==> src/rtl/wb_pkg.sv <==
// Shared encodings for the write-back stage: result-source select, load kinds
// and the low-address masks used to detect misaligned loads.
package wb_pkg;

  typedef enum logic [1:0] {
    SEL_ALU  = 2'b00,
    SEL_MEM  = 2'b01,
    SEL_LINK = 2'b10,
    SEL_RSVD = 2'b11
  } wb_sel_e;

  typedef enum logic [2:0] {
    LD_WORD   = 3'b000,
    LD_BYTE_S = 3'b001,
    LD_BYTE_U = 3'b010,
    LD_HALF_S = 3'b011,
    LD_HALF_U = 3'b100
  } load_type_e;

  localparam logic [1:0] BYTE_ALIGN_MASK = 2'b00;
  localparam logic [1:0] HALF_ALIGN_MASK = 2'b01;
  localparam logic [1:0] WORD_ALIGN_MASK = 2'b11;

  // Unlisted load kinds behave as word loads, including their alignment rule.
  function automatic logic [1:0] align_mask(input logic [2:0] load_type);
    case (load_type)
      LD_BYTE_S, LD_BYTE_U: return BYTE_ALIGN_MASK;
      LD_HALF_S, LD_HALF_U: return HALF_ALIGN_MASK;
      default:              return WORD_ALIGN_MASK;
    endcase
  endfunction

endpackage

==> src/rtl/wb_pipe_stage_if.sv <==
// MEM-to-WB handshake and register-file write bus of the write-back stage.
interface wb_pipe_stage_if #(
  parameter int DATA_W = 32,
  parameter int REG_AW = 5
);

  logic              in_valid;
  logic              in_ready;
  logic [1:0]        in_wb_sel;
  logic [2:0]        in_load_type;
  logic [DATA_W-1:0] in_address;
  logic [DATA_W-1:0] in_read_data;
  logic [DATA_W-1:0] in_link_pc;
  logic              in_reg_write;
  logic [REG_AW-1:0] in_dest_reg;
  logic              rf_busy;
  logic              wb_valid;
  logic              wb_we;
  logic [REG_AW-1:0] wb_dest;
  logic [DATA_W-1:0] wb_out;
  logic              align_err;
  logic [31:0]       retire_cnt;

  modport master (
    output in_valid, in_wb_sel, in_load_type, in_address, in_read_data,
           in_link_pc, in_reg_write, in_dest_reg, rf_busy,
    input  in_ready, wb_valid, wb_we, wb_dest, wb_out, align_err, retire_cnt
  );

  modport slave (
    input  in_valid, in_wb_sel, in_load_type, in_address, in_read_data,
           in_link_pc, in_reg_write, in_dest_reg, rf_busy,
    output in_ready, wb_valid, wb_we, wb_dest, wb_out, align_err, retire_cnt
  );

endinterface

==> src/rtl/wb_load_ext.sv <==
// Combinational load formatter: picks the little-endian byte/half/word lane
// addressed by the low address bits and zero- or sign-extends it to DATA_W.
module wb_load_ext
  import wb_pkg::*;
#(
  parameter int DATA_W = 32
) (
  input  logic [2:0]        load_type,
  input  logic [2:0]        addr_lo,
  input  logic [DATA_W-1:0] read_data,
  output logic [DATA_W-1:0] load_result
);

  logic [31:0] word_lane;
  logic [15:0] half_lane;
  logic [7:0]  byte_lane;

  function automatic logic [DATA_W-1:0] sext8(input logic signed [7:0] v);
    logic signed [DATA_W-1:0] r;
    r = DATA_W'(v);
    return r;
  endfunction

  function automatic logic [DATA_W-1:0] sext16(input logic signed [15:0] v);
    logic signed [DATA_W-1:0] r;
    r = DATA_W'(v);
    return r;
  endfunction

  function automatic logic [DATA_W-1:0] sext32(input logic signed [31:0] v);
    logic signed [DATA_W-1:0] r;
    r = DATA_W'(v);
    return r;
  endfunction

  function automatic logic [DATA_W-1:0] zext8(input logic [7:0] v);
    return DATA_W'(v);
  endfunction

  function automatic logic [DATA_W-1:0] zext16(input logic [15:0] v);
    return DATA_W'(v);
  endfunction

  // On a 64-bit datapath address bit 2 picks the 32-bit word holding the lane.
  generate
    if (DATA_W == 64) begin : g_w64
      assign word_lane = addr_lo[2] ? read_data[63:32] : read_data[31:0];
    end else begin : g_w32
      logic unused_addr2;
      assign unused_addr2 = addr_lo[2];
      assign word_lane    = read_data[31:0];
    end
  endgenerate

  always_comb begin
    byte_lane   = word_lane[7:0];
    half_lane   = word_lane[15:0];
    load_result = sext32(word_lane);

    case (addr_lo[1:0])
      2'd1:    byte_lane = word_lane[15:8];
      2'd2:    byte_lane = word_lane[23:16];
      2'd3:    byte_lane = word_lane[31:24];
      default: byte_lane = word_lane[7:0];
    endcase

    if (addr_lo[1]) begin
      half_lane = word_lane[31:16];
    end

    case (load_type)
      LD_BYTE_S: load_result = sext8(byte_lane);
      LD_BYTE_U: load_result = zext8(byte_lane);
      LD_HALF_S: load_result = sext16(half_lane);
      LD_HALF_U: load_result = zext16(half_lane);
      default:   load_result = sext32(word_lane);
    endcase
  end

endmodule

==> src/rtl/wb_pipe_stage.sv <==
// Write-back pipeline stage: one-entry register between MEM and the register
// file with valid/ready handshake, misaligned-load suppression and retire count.
module wb_pipe_stage
  import wb_pkg::*;
#(
  parameter int DATA_W = 32,
  parameter int REG_AW = 5
) (
  input logic             clk,
  input logic             rst_n,
  wb_pipe_stage_if.slave  bus
);

  logic              accept;
  logic              retire;
  logic              mis_in;
  logic              we_in;
  logic [DATA_W-1:0] load_val;
  logic [DATA_W-1:0] wb_data;

  logic              vld_p0;
  logic              we_p0;
  logic              mis_p0;
  logic [REG_AW-1:0] dest_p0;
  logic [DATA_W-1:0] out_p0;
  logic [31:0]       cnt_p0;
  logic              align_err_p1;

  assign bus.in_ready = !vld_p0 || !bus.rf_busy;
  assign accept       = bus.in_valid && bus.in_ready;
  assign retire       = vld_p0 && !bus.rf_busy;

  wb_load_ext #(
    .DATA_W (DATA_W)
  ) u_load_ext (
    .load_type   (bus.in_load_type),
    .addr_lo     (bus.in_address[2:0]),
    .read_data   (bus.in_read_data),
    .load_result (load_val)
  );

  // Reserved select falls through to the ALU result.
  always_comb begin
    wb_data = bus.in_address;
    case (bus.in_wb_sel)
      SEL_MEM:  wb_data = load_val;
      SEL_LINK: wb_data = bus.in_link_pc;
      default:  wb_data = bus.in_address;
    endcase
  end

  assign mis_in = (bus.in_wb_sel == SEL_MEM) &&
                  ((bus.in_address[1:0] & align_mask(bus.in_load_type)) != 2'b00);
  assign we_in  = bus.in_reg_write && (bus.in_dest_reg != '0) && !mis_in;

  // ---- MEM -> WB register (p0); align_err is one stage later (p1) ----
  always_ff @(posedge clk or negedge rst_n) begin
    if (!rst_n) begin
      vld_p0       <= 1'b0;
      we_p0        <= 1'b0;
      mis_p0       <= 1'b0;
      dest_p0      <= '0;
      out_p0       <= '0;
      cnt_p0       <= '0;
      align_err_p1 <= 1'b0;
    end else begin
      if (accept) begin
        vld_p0  <= 1'b1;
        we_p0   <= we_in;
        mis_p0  <= mis_in;
        dest_p0 <= bus.in_dest_reg;
        out_p0  <= wb_data;
      end else if (retire) begin
        vld_p0 <= 1'b0;
        we_p0  <= 1'b0;
        mis_p0 <= 1'b0;
      end

      align_err_p1 <= retire && mis_p0;

      if (retire) begin
        cnt_p0 <= cnt_p0 + 32'd1;
      end
    end
  end

  assign bus.wb_valid   = vld_p0;
  assign bus.wb_we      = we_p0;
  assign bus.wb_dest    = dest_p0;
  assign bus.wb_out     = out_p0;
  assign bus.align_err  = align_err_p1;
  assign bus.retire_cnt = cnt_p0;

endmodule

==> src/flat_wrapper.sv <==
// flat-port wrapper written by rule: the top's interface ports become plain ports
module wb_pipe_stage_flat import wb_pkg::*;
#(
  parameter int DATA_W = 32,
  parameter int REG_AW = 5
)
  (clk, rst_n, bus_in_valid, bus_in_wb_sel, bus_in_load_type, bus_in_address, bus_in_read_data, bus_in_link_pc, bus_in_reg_write, bus_in_dest_reg, bus_rf_busy, bus_in_ready, bus_wb_valid, bus_wb_we, bus_wb_dest, bus_wb_out, bus_align_err, bus_retire_cnt);
  wb_pipe_stage_if #(.DATA_W(DATA_W), .REG_AW(REG_AW)) bus_i ();
  input logic clk;
  input logic rst_n;
  input wire logic [$bits(bus_i.in_valid)-1:0] bus_in_valid;
  input wire logic [$bits(bus_i.in_wb_sel)-1:0] bus_in_wb_sel;
  input wire logic [$bits(bus_i.in_load_type)-1:0] bus_in_load_type;
  input wire logic [$bits(bus_i.in_address)-1:0] bus_in_address;
  input wire logic [$bits(bus_i.in_read_data)-1:0] bus_in_read_data;
  input wire logic [$bits(bus_i.in_link_pc)-1:0] bus_in_link_pc;
  input wire logic [$bits(bus_i.in_reg_write)-1:0] bus_in_reg_write;
  input wire logic [$bits(bus_i.in_dest_reg)-1:0] bus_in_dest_reg;
  input wire logic [$bits(bus_i.rf_busy)-1:0] bus_rf_busy;
  output wire logic [$bits(bus_i.in_ready)-1:0] bus_in_ready;
  output wire logic [$bits(bus_i.wb_valid)-1:0] bus_wb_valid;
  output wire logic [$bits(bus_i.wb_we)-1:0] bus_wb_we;
  output wire logic [$bits(bus_i.wb_dest)-1:0] bus_wb_dest;
  output wire logic [$bits(bus_i.wb_out)-1:0] bus_wb_out;
  output wire logic [$bits(bus_i.align_err)-1:0] bus_align_err;
  output wire logic [$bits(bus_i.retire_cnt)-1:0] bus_retire_cnt;
  assign bus_i.in_valid = bus_in_valid;
  assign bus_i.in_wb_sel = bus_in_wb_sel;
  assign bus_i.in_load_type = bus_in_load_type;
  assign bus_i.in_address = bus_in_address;
  assign bus_i.in_read_data = bus_in_read_data;
  assign bus_i.in_link_pc = bus_in_link_pc;
  assign bus_i.in_reg_write = bus_in_reg_write;
  assign bus_i.in_dest_reg = bus_in_dest_reg;
  assign bus_i.rf_busy = bus_rf_busy;
  assign bus_in_ready = bus_i.in_ready;
  assign bus_wb_valid = bus_i.wb_valid;
  assign bus_wb_we = bus_i.wb_we;
  assign bus_wb_dest = bus_i.wb_dest;
  assign bus_wb_out = bus_i.wb_out;
  assign bus_align_err = bus_i.align_err;
  assign bus_retire_cnt = bus_i.retire_cnt;
  wb_pipe_stage #(.DATA_W(DATA_W), .REG_AW(REG_AW)) u_core (.clk(clk), .rst_n(rst_n), .bus(bus_i));
endmodule
==> config.mk <==
export PLATFORM = sky130hd
export DESIGN_NAME = wb_pipe_stage_flat
export DESIGN_NICKNAME = d
export VERILOG_FILES = /design/src/rtl/wb_pkg.sv /design/src/rtl/wb_pipe_stage_if.sv /design/src/rtl/wb_load_ext.sv /design/src/rtl/wb_pipe_stage.sv /design/src/flat_wrapper.sv
export SDC_FILE = /design/constraint.sdc
export NUM_CORES = 1
export LEC_CHECK = 0
export BUFFER_PORTS_ARGS = -buffer_cell sky130_fd_sc_hd__buf_2
export CAP_MARGIN = 20
export CORE_AREA = 8 8 118 120
export CTS_CLUSTER_SIZE = 30
export DETAILED_ROUTE_END_ITERATION = 10
export DIE_AREA = 0 0 126 128
export PLACE_DENSITY_LB_ADDON = 0.25
export SLEW_MARGIN = 5
export SYNTH_ARGS = -nofsm -noshare
export SYNTH_HDL_FRONTEND = slang
export SYNTH_SLANG_ARGS = --single-unit
export TNS_END_PERCENT = 100
==> constraint.sdc <==
create_clock -name clk -period 2.5 [get_ports clk]
set_clock_uncertainty 0.05 [all_clocks]
set_input_delay 0.25 -clock clk [delete_from_list [all_inputs] [get_ports clk]]
set_output_delay 0.25 -clock clk [all_outputs]
set_load 0.05 [all_outputs]
# Word-level counts from Yosys, hierarchy flattened
# Cells that the tools add are included.
[classes]
n_reduce_logical = 15
eq_ne = 9
muxes = 9
add_sub_neg = 1
bitwise = 1
[ops]
columns = ["operator", "n"]
rows = [
  ["$pmux W32 S4", 1],
  ["$pmux W32 S2", 1],
  ["$add A32 B1 Y32 const B", 1],
  ["$pmux W8 S3", 1],
  ["$mux W16", 1],
  ["$eq A2 B2 Y1 const B", 3],
  ["$eq A3 B2 Y1 const B", 2],
  ["$logic_and A1 B1 Y1", 6],
  ["$reduce_bool A5 Y1", 1],
  ["$eq A2 B1 Y1 const B", 2],
  ["$mux W1", 4],
  ["$pmux W2 S2", 1],
  ["$reduce_bool A2 Y1", 2],
  ["$reduce_or A2 Y1", 2],
  ["$eq A3 B1 Y1 const B", 1],
  ["$eq A3 B3 Y1 const B", 1],
  ["$logic_not A1 Y1", 3],
  ["$and A2 B2 Y2", 1],
  ["$logic_or A1 B1 Y1", 1],
]
[totals]
inputBits = 111
reg_bits = 73
output_inout_bits = 73
wordCells = 42

# Longest topological paths before layout
# Gate-level depths: netlist of run 1.
[depth]
word_depth = 9
mapped_depth = 8
mapped_depth_nobuf = 7

# Modules after synthesis
# Synthesis of run 1 repeated with hierarchy kept, for this count alone.
[unflattened]
cells_unflattened = 469
area_unflattened_um2 = 4484.3
[modules_own_cells]
columns = ["module", "seq_area_each_um2", "area_each_um2", "cells_each", "n_inst"]
rows = [
  ["wb_pipe_stage", 1826.8, 3601.0, 370, 1],
  ["wb_load_ext", 0.0, 883.3, 99, 1],
]

# Least setup slack after synthesis of run 1
# OpenSTA, ideal clock, no wires.
[synth_path]
path_type = "reg2reg"
start = "reg u_core.vld_p0, in the netlist u_core.bus.wb_valid"
end = "reg u_core.out_p0[10], in the netlist u_core.bus.wb_out[10]"
slack_ns = 0.165
setup_ns = 0.078
synth_period_minus_slack_ns = 2.335
n_path_buf = 2
stages_incl_launch_ff = 8
required_ns = 2.372
t_arrival_ns = 2.207
cell_sequence = "dfrtp_1 > nand2_1 > and2_1 > nand2b_1 > clkbuf_1 > clkbuf_1 > a21oi_1 > a21oi_1"
[synth_between]
elab_chain_cells = 3
[synth_rtl]
columns = ["element", "line_no", "text"]
rows = [
  ["from (decl)", "wb_pipe_stage.sv:21", "logic vld_p0;"],
  ["from (signal assigned)", "wb_pipe_stage.sv:59", "vld_p0 <= 1'b0;"],
  ["from (signal assigned)", "wb_pipe_stage.sv:68", "vld_p0 <= 1'b1;"],
  ["from (signal assigned)", "wb_pipe_stage.sv:74", "vld_p0 <= 1'b0;"],
  ["$logic_not A1 Y1", "wb_pipe_stage.sv:29", "assign bus.in_ready = !vld_p0 || !bus.rf_busy;"],
  ["$logic_or A1 B1 Y1", "wb_pipe_stage.sv:29", ""],
  ["via bus_in_ready", "flat_wrapper.sv:20", "output wire logic [$bits(bus_i.in_ready)-1:0] bus_in_ready;"],
  ["$logic_and A1 B1 Y1", "wb_pipe_stage.sv:30", "assign accept = bus.in_valid && bus.in_ready;"],
  ["to (signal assigned)", "wb_pipe_stage.sv:72", "out_p0 <= wb_data;"],
  ["to (decl)", "wb_pipe_stage.sv:25", "logic [DATA_W-1:0] out_p0;"],
]
# The timed path passes the listed nets, and every way through them passes these cells.
# A chain may end at the register's enable or synchronous reset.

# Final worst setup path of run 1
[layout_path]
start = "reg u_core.cnt_p0[0], in the netlist u_core.bus.retire_cnt[0]"
end = "reg u_core.cnt_p0[28], in the netlist u_core.bus.retire_cnt[28]"
[layout_between]
elab_chain_cells = 1
[layout_rtl]
columns = ["element", "line_no", "text"]
rows = [
  ["from (decl)", "wb_pipe_stage.sv:26", "logic [31:0] cnt_p0;"],
  ["from (signal assigned)", "wb_pipe_stage.sv:82", "cnt_p0 <= cnt_p0 + 32'd1;"],
  ["$add A32 B1 Y32", "wb_pipe_stage.sv:82", ""],
]
# Every way passes these cells.

==> flow_summary.yaml, run 1 <==
synthesis:
  synth_edf_count: 0
  synth_compound_area_share_pct: 23.35
  syn_inst: 523
  ys_async_sr_fraction_pct: 100.0
  synth_flop_cell: "dfrtp_1"
  synth_nets: 637
  synth.distinct_cells: 57
  synth_seq_area_share_pct: 38.92
  synth_xor_area_share_pct: 6.132
  synth_adder_area_share_pct: 0.7998
  synth_top_family_by_area: "compound AO/OA/AOI/OAI gates"
  yosys.area_share.simple_pct: 19.41
  synth_warnings: 0
  synth-seq-cells: 73
  synthMuxAreaShare_pct: 6.238
  synth.avg_cell_area_um2: 8.974
  synth_area_um2: 4693
global_routing:
  grt_pass1_vias: 4877
  grt_pass1_wl_mm: 25.96
  grt-ovfl-total: 0
  antenna_found_initial: 0
  track_usage_pct: 20.13
  grt_max_degree: 74
worst_setup_path:
  startpoint_type: "register"
  crit_path_max_incr_delay_ps: 440
  critical_path_arrival_ps: 2110
  cp_max_fo: 5
  end_kind: "register"
  required_ps: 2670
  crit_type: "register to register"
  crit_chain: "ha_1 > nand3b_1 > nor4_4 > and3_1 > nand3_1 > xnor2_1"
  cp_slowest_cell: "dfrtp_1"
timing:
  period_needed_ps: 1946
  relSlewSlack_pct: 37.32
  postLayoutSetupSlackWorst_ps: 554.0
  fmax_mhz: 513.9
  period_share_pct: 77.84
  timing.hold.ws_ps: -9.329
  final.setup.tns_ps: 0
  hold_viol_final: 2
  rsz0062_at_grt: "no"
  worst_pin_slew_ps: 940.2
  finalSetupViolations: 0
  drv_slew: 0
detailed_routing:
  vias: 4751
  drt.antenna.violating_nets: 0
  drt_iter0_drc: 384
  vias_per_cell: 5.609
  drt_pass1_iterations: 5
  drcViolationCount: 0
  totalWireLength_mm: 16.49
  drt-wirelength-per-cell_um: 19.47
layout:
  seqCellArea_um2: 1827
  num-fill-cells: 1159
  antennaDiodeCount: 0
  multiInputGateArea_um2: 2626
  area_delta_synth_final_pct: 28.69
  nNetsFinal: 806
  drive_gt1_share_pct: 34.72
placement:
  gp_congestion: 1.049
  dpl.hpwl_mm: 12.83
  portBuffers: 183
  dpl_worst_slack_ps: 193.8
floorplan:
  die_w_um: 126
  die_y_um: 128
  core_um2: 12210
  rows: 41
  pin_count: 184
  die_area_um2: 16130
  initial_core_util_pct: 38.44
pwr:
  netSwitchingFraction_pct: 39.14
  p_seq_share_pct: 33.8
  power_mw: 4.345
  clock_power_share_pct: 33.1
  power.switching_mw: 1.701
  vdd_drop_max_mv: 0.3601
  comb_power_share_pct: 33.2
  internal_power_mw: 2.644
  power.density_nw_per_um2: 719.4
  leakage_nw: 2.934
run_status:
  outcome: "complete, but fails checks"
  violations: "negative hold slack"
cts:
  hold_buffers: 0
  cts-root-buf: "clkbuf_16"
  tritoncts: "yes"
  clk_path_buf_depth: 2
  cts_sinks: 73
  tritoncts.num_buffers: 9
  clk_latency_ps: 340
  clkTransAtPathRegs_ps: 60
  htree_levels: 3
  postCtsSetupRepairBufs: 0
  cts_resized: 0
run:
  max_cap_viol_count: 0
hold_path:
  worstHoldPathType: "input pin to asynchronous set/reset pin"
==> critical path: cells and delay by family, from the launching register on <==
kind          cells  cell delay [ps]
fa+ha+maj         1              170
flops             1              440
simple gates      4             1000
xor+xnor          1              160
==> flip-flops by register name (all words and copies together), names as in the netlist <==
signal	cells
u_core.bus.align_err	1
u_core.bus.retire_cnt	32
u_core.bus.wb_dest	5
u_core.bus.wb_out	32
u_core.bus.wb_valid	1
u_core.bus.wb_we	1
u_core.mis_p0	1
==> cells by family after synthesis <==
group                    after synthesis
AO/OA/AOI/OAI                        175
AND/OR/NAND/NOR                      162
flip-flops                            73
buffers and inverters                 51
XOR/XNOR                              32
multiplexers                          27
adder cells (fa/ha/maj)                3
==> cell usage in the layout (no fill, tap or decap), types with 3 or more instances in the layout <==
cell type	instances
buf_2	182
dfrtp_1	73
a21oi_1	72
nand2_1	51
o21ai_0	45
nand3b_1	25
nor2_1	24
xnor2_1	24
mux2i_1	18
buf_4	15
inv_1	11
o21ai_1	11
a2bb2oi_1	11
and2_1	9
nand3_1	9
clkbuf_16	9
mux2_2	8
o2bb2ai_1	8
nand2b_1	7
nand4_1	7
xor2_1	7
o221a_2	6
a221o_1	6
and4_1	5
and3_1	5
nor2b_1	4
nor3_1	3
ha_1	3
clkinv_4	3
==> power by group through the flow <==
stage	clock network (mW)	logic (mW)	registers [mW]
after floorplan	0	0.455	2.03
after global placement	0	1.44	1.48
after detailed placement	0	1.45	1.49
after CTS	1.45	1.45	1.47
after global routing	1.50	1.54	1.49
final	1.44	1.44	1.47
==> layout make-up <==
class / count / area share (%)
clock buffers: 10 / 3.957
clock inverters: 6 / 1.512
inverters: 12 / 0.7458
multi-input cells: 399 / 43.48
flip-flops and latches: 73 / 30.25
well taps: 150 / 3.108
repair buffers: 197 / 16.95
==> metrics by stage <==
| stage | util (%) | instances | cell area [um2] | hold slack (ps) |
|---|---|---|---|---|
| final | 49.47 | 847 | 6040 | -9.329 |
| after CTS | 49.47 | 847 | 6040 | 43.18 |
| after floorplan | - | 523 | 4693 | -95.59 |
| after global placement | 46.76 | 831 | 5709 | 397.8 |
| after global routing | 49.47 | 847 | 6040 | 82.16 |
| after detailed placement | 46.76 | 831 | 5709 | 408.5 |
==> Yosys cell counts (3+ instances only) <==
cell type,instances,area share (%)
a21oi_1,72,7.7
a221o_1,6,1.3
a2bb2oi_1,11,2.1
and2_1,10,1.3
and3_1,5,0.67
and4_1,5,0.93
buf_1,4,0.32
buf_2,10,1.1
buf_6,4,0.96
clkbuf_1,19,1.5
dfrtp_1,73,39
ha_1,3,0.80
inv_1,11,0.88
mux2_2,8,1.9
mux2i_1,18,3.8
nand2_1,51,4.1
nand2b_1,7,0.93
nand3_1,9,0.96
nand3b_1,25,4.0
nand4_1,7,0.93
nor2_1,24,1.9
nor2b_1,4,0.53
nor3_1,3,0.32
o21ai_0,45,4.8
o21ai_1,11,1.2
o221a_2,6,1.4
o2bb2ai_1,8,1.5
xnor2_1,24,4.5
xor2_1,7,1.3
==> final timing paths <==
path / start / to / slack [ps] / cells past startpoint
min in group clk: bus_in_dest_reg[0] / u_core.bus.wb_dest[0]$_DFFE_PN0P_ / 60 / 3
worst min register to register: u_core.bus.retire_cnt[31]$_DFFE_PN0P_ / u_core.bus.retire_cnt[31]$_DFFE_PN0P_ / 420 / 1
worst max-delay path: u_core.bus.retire_cnt[0]$_DFFE_PN0P_ / u_core.bus.retire_cnt[28]$_DFFE_PN0P_ / 550 / 6
worst max register to register: u_core.bus.retire_cnt[0]$_DFFE_PN0P_ / u_core.bus.retire_cnt[28]$_DFFE_PN0P_ / 550 / 6
max in group asynchronous: rst_n / u_core.bus.retire_cnt[25]$_DFFE_PN0P_ / 1780 / 1
worst min-delay path: rst_n / u_core.bus.retire_cnt[8]$_DFFE_PN0P_ / -9 / 1
==> layer usage <==
layer | up-vias | global-route usage, % | share of wire (%)
li1 | 2228 | - | -
met1 | 2281 | 24.17 | 41
met2 | 222 | 33.48 | 47
met3 | 20 | 6.531 | 9.6
met4 | 0 | 6.511 | 1.6
met5 | - | 0 | 0
Note: power is estimated with default switching activity, not from simulation.
==> run 2, diff against run 1 <==
--- a/config.mk
+++ b/config.mk
@@ -5,12 +5,13 @@
 export SDC_FILE = /design/constraint.sdc
 export NUM_CORES = 1
 export LEC_CHECK = 0
+export ABC_AREA = 1
 export BUFFER_PORTS_ARGS = -buffer_cell sky130_fd_sc_hd__buf_2
 export CAP_MARGIN = 20
-export CORE_AREA = 8 8 118 120
+export CORE_AREA = 8 8 127 129
 export CTS_CLUSTER_SIZE = 30
 export DETAILED_ROUTE_END_ITERATION = 10
-export DIE_AREA = 0 0 126 128
+export DIE_AREA = 0 0 135 137
 export PLACE_DENSITY_LB_ADDON = 0.25
 export SLEW_MARGIN = 5
 export SYNTH_ARGS = -nofsm -noshare
==> constraint.sdc (replaced) <==
create_clock -name clk -period 2.05 [get_ports clk]
set_clock_uncertainty 0.05 [all_clocks]
set_input_delay 0.205 -clock clk [delete_from_list [all_inputs] [get_ports clk]]
set_output_delay 0.205 -clock clk [all_outputs]
set_load 0.05 [all_outputs]
==> run 2 against run 1 <==
  * The run now ends clean
  * Synthesized cell count grew 64%
  * Critical path depth grew 1
  * Via count up 23%
==> flow_summary.yaml, run 2 <==
synthesis:
  syn_inst: 858
  synth_top_cells_by_area: "dfrtp_1, nand2_1, a21oi_1, inv_1, nand3_1"
  synth_warnings: 0
  synth-seq-cells: 73
  synth_top_area_share_pct: 33.33
  synth.avg_cell_area_um2: 6.387
  synth_nets: 972
  yosys-top-cells-count: "nand2_1, inv_1, a21oi_1"
  ys_async_sr_fraction_pct: 100.0
  synth.distinct_cells: 35
  yosysMostFrequentCell: "nand2_1"
  synth_edf_count: 0
  synth_seq_area_share_pct: 33.33
  yosys.area.top_type: "dfrtp_1"
  synth_flop_cell: "dfrtp_1"
  synth_area_um2: 5480
floorplan:
  die_area_um2: 18500
  pin_count: 184
  die_w_um: 135
  core_um2: 14200
  initial_core_util_pct: 38.58
  rows: 44
  die_y_um: 137
cts:
  tritoncts.num_buffers: 9
  clkTransAtPathRegs_ps: 60
  cts-root-buf: "clkbuf_16"
  tritoncts: "yes"
  postCtsSetupRepairBufs: 0
  htree_levels: 3
  cts_resized: 0
  cts_sinks: 73
  clk_latency_ps: 330
  clk_path_buf_depth: 2
run:
  max_cap_viol_count: 0
worst_setup_path:
  cp_slowest_cell: "dfrtp_1"
  critical_path_arrival_ps: 2010
  required_ps: 2220
  crit_chain: "ha_1 > nand2_1 > nor2_2 > nand2_1 > nor2_1 > nand3_1 > xor2_1"
  cp_num_cells: 7
  worst-path-buf-inv: 0
  reg2reg_depth: 7
  cp_max_fo: 6
  end_kind: "register"
  crit_path_max_incr_delay_ps: 450
  crit_family: "simple AND/OR/NAND/NOR gates"
  startpoint_type: "register"
  path_common_cell: "nand2_1"
  crit_type: "register to register"
layout:
  drive_gt1_share_pct: 24.11
  antennaDiodeCount: 0
  final_area_um2: 6823
  area_delta_synth_final_pct: 24.50
  nNetsFinal: 1147
  post-route-util_pct: 48.04
  final_cell_mix: "nand2_1, buf_2, inv_1"
  final_common_cell: "nand2_1"
global_routing:
  track_usage_pct: 19.62
  grt_pass1_wl_mm: 29.01
  antenna_found_initial: 5
  grt_pass1_vias: 5678
  grt_max_degree: 39
  grt-ovfl-total: 0
placement:
  gp_congestion: 0.9576
  portBuffers: 183
  dpl.hpwl_mm: 14.09
  dpl_worst_slack_ps: 224.5
  placed_area_um2: 6509
pwr:
  vdd_drop_max_mv: 0.4150
  power.density_nw_per_um2: 797.2
  leakage_nw: 3.905
  power_mw: 5.439
timing:
  finalSetupViolations: 0
  period_needed_ps: 1844
  worst_pin_slew_ps: 640.3
  rsz0062_at_grt: "no"
  final.setup.tns_ps: 0
  drv_slew: 0
  fmax_mhz: 542.2
  relSlewSlack_pct: 57.31
  postLayoutSetupSlackWorst_ps: 205.8
  hold_viol_final: 0
  period_share_pct: 89.96
run_status:
  outcome: "completed"
hold_path:
  worstHoldPathType: "input pin to register"
  hold_depth: 3
detailed_routing:
  drt_iter0_drc: 424
  drt.antenna.violating_nets: 0
  drt-wirelength-per-cell_um: 14.88
  drcViolationCount: 0
  totalWireLength_mm: 18.16
  drt_pass1_iterations: 5
  vias: 5863
  vias_per_cell: 4.802
[run 2: changes by cell type in the layout (fill, tap and decap cells not counted), sizes merged, moves of 24 or more]
cell   change
a21oi     +31
inv      +104
nand2    +306
nand3     +43
nor2      +24
o21ai     -37
[run 2: metrics by stage]
step	hold slack [ps]	std cells
6_report	38.48	1221
5_1_grt	51.25	1221
4_1_cts	27.07	1221
3_5_place_dp	141.8	1205
3_3_place_gp	141.0	1205
2_1_floorplan	-140.6	858
[run 2: path summary, 6_finish.rpt]
kind                                                 startpoint                                     to  slack (ps)
hold reg to reg               u_core.bus.wb_out[17]$_DFFE_PN0P_      u_core.bus.wb_out[17]$_DFFE_PN0P_         420
hold / removal                               bus_in_dest_reg[0]      u_core.bus.wb_dest[0]$_DFFE_PN0P_          40
max in group asynchronous                                 rst_n  u_core.bus.retire_cnt[24]$_DFFE_PN0P_         960
setup / recovery           u_core.bus.retire_cnt[0]$_DFFE_PN0P_  u_core.bus.retire_cnt[18]$_DFFE_PN0P_         210
setup reg to reg           u_core.bus.retire_cnt[0]$_DFFE_PN0P_  u_core.bus.retire_cnt[18]$_DFFE_PN0P_         210
min in group asynchronous                                 rst_n       u_core.bus.wb_out[7]$_DFFE_PN0P_         310
[run 2: layer usage]
layer  up-vias  routed length, um  share of wire [%]  GRT usage [%]
li1       3002                  -                  -              -
met1      2601               8346                 46          26.06
met2       215               7860                 43          29.86
met3        35               1551                8.5          5.617
met4        10                357                2.0          6.786
met5         -                 46               0.25              0
[run 2: cell families after synthesis]
| group | share of synthesized area (%) |
|---|---|
| simple gates | 37.44 |
| buf+inv | 13.54 |
| xor+xnor | 3.516 |
| flops | 33.33 |
| fa+ha+maj | 0.6850 |
| compound gates | 11.48 |
[run 2: repair_timing]
item / CTS / global route
hold buffers: 1 / 0
endpoints found under the hold margin: 30 / 0
endpoints found under the setup margin: 0 / 0
[run 2: report_power, final]
part	switching [mW]	total [mW]	internal [mW]
clock network	0.637	1.64	1.01
logic	1.45	1.98	0.522
registers	0.178	1.82	1.64
[run 2: area by class of cell]
cell class / count / area [um2]
inverters: 115 / 441.7
repair buffers: 202 / 1101
clock buffers: 11 / 252.7
clock inverters: 4 / 51.30
well taps: 184 / 230.2
multi-input cells: 632 / 2919
flip-flops and latches: 73 / 1827
fillers: 1551 / 7381
[run 2: worst register-to-register path, delay by kind of cell (launching register included)]
| family | cells | cell delay [ps] |
|---|---|---|
| fa+ha+maj | 1 | 250 |
| simple gates | 5 | 810 |
| xor+xnor | 1 | 170 |
| flops | 1 | 450 |
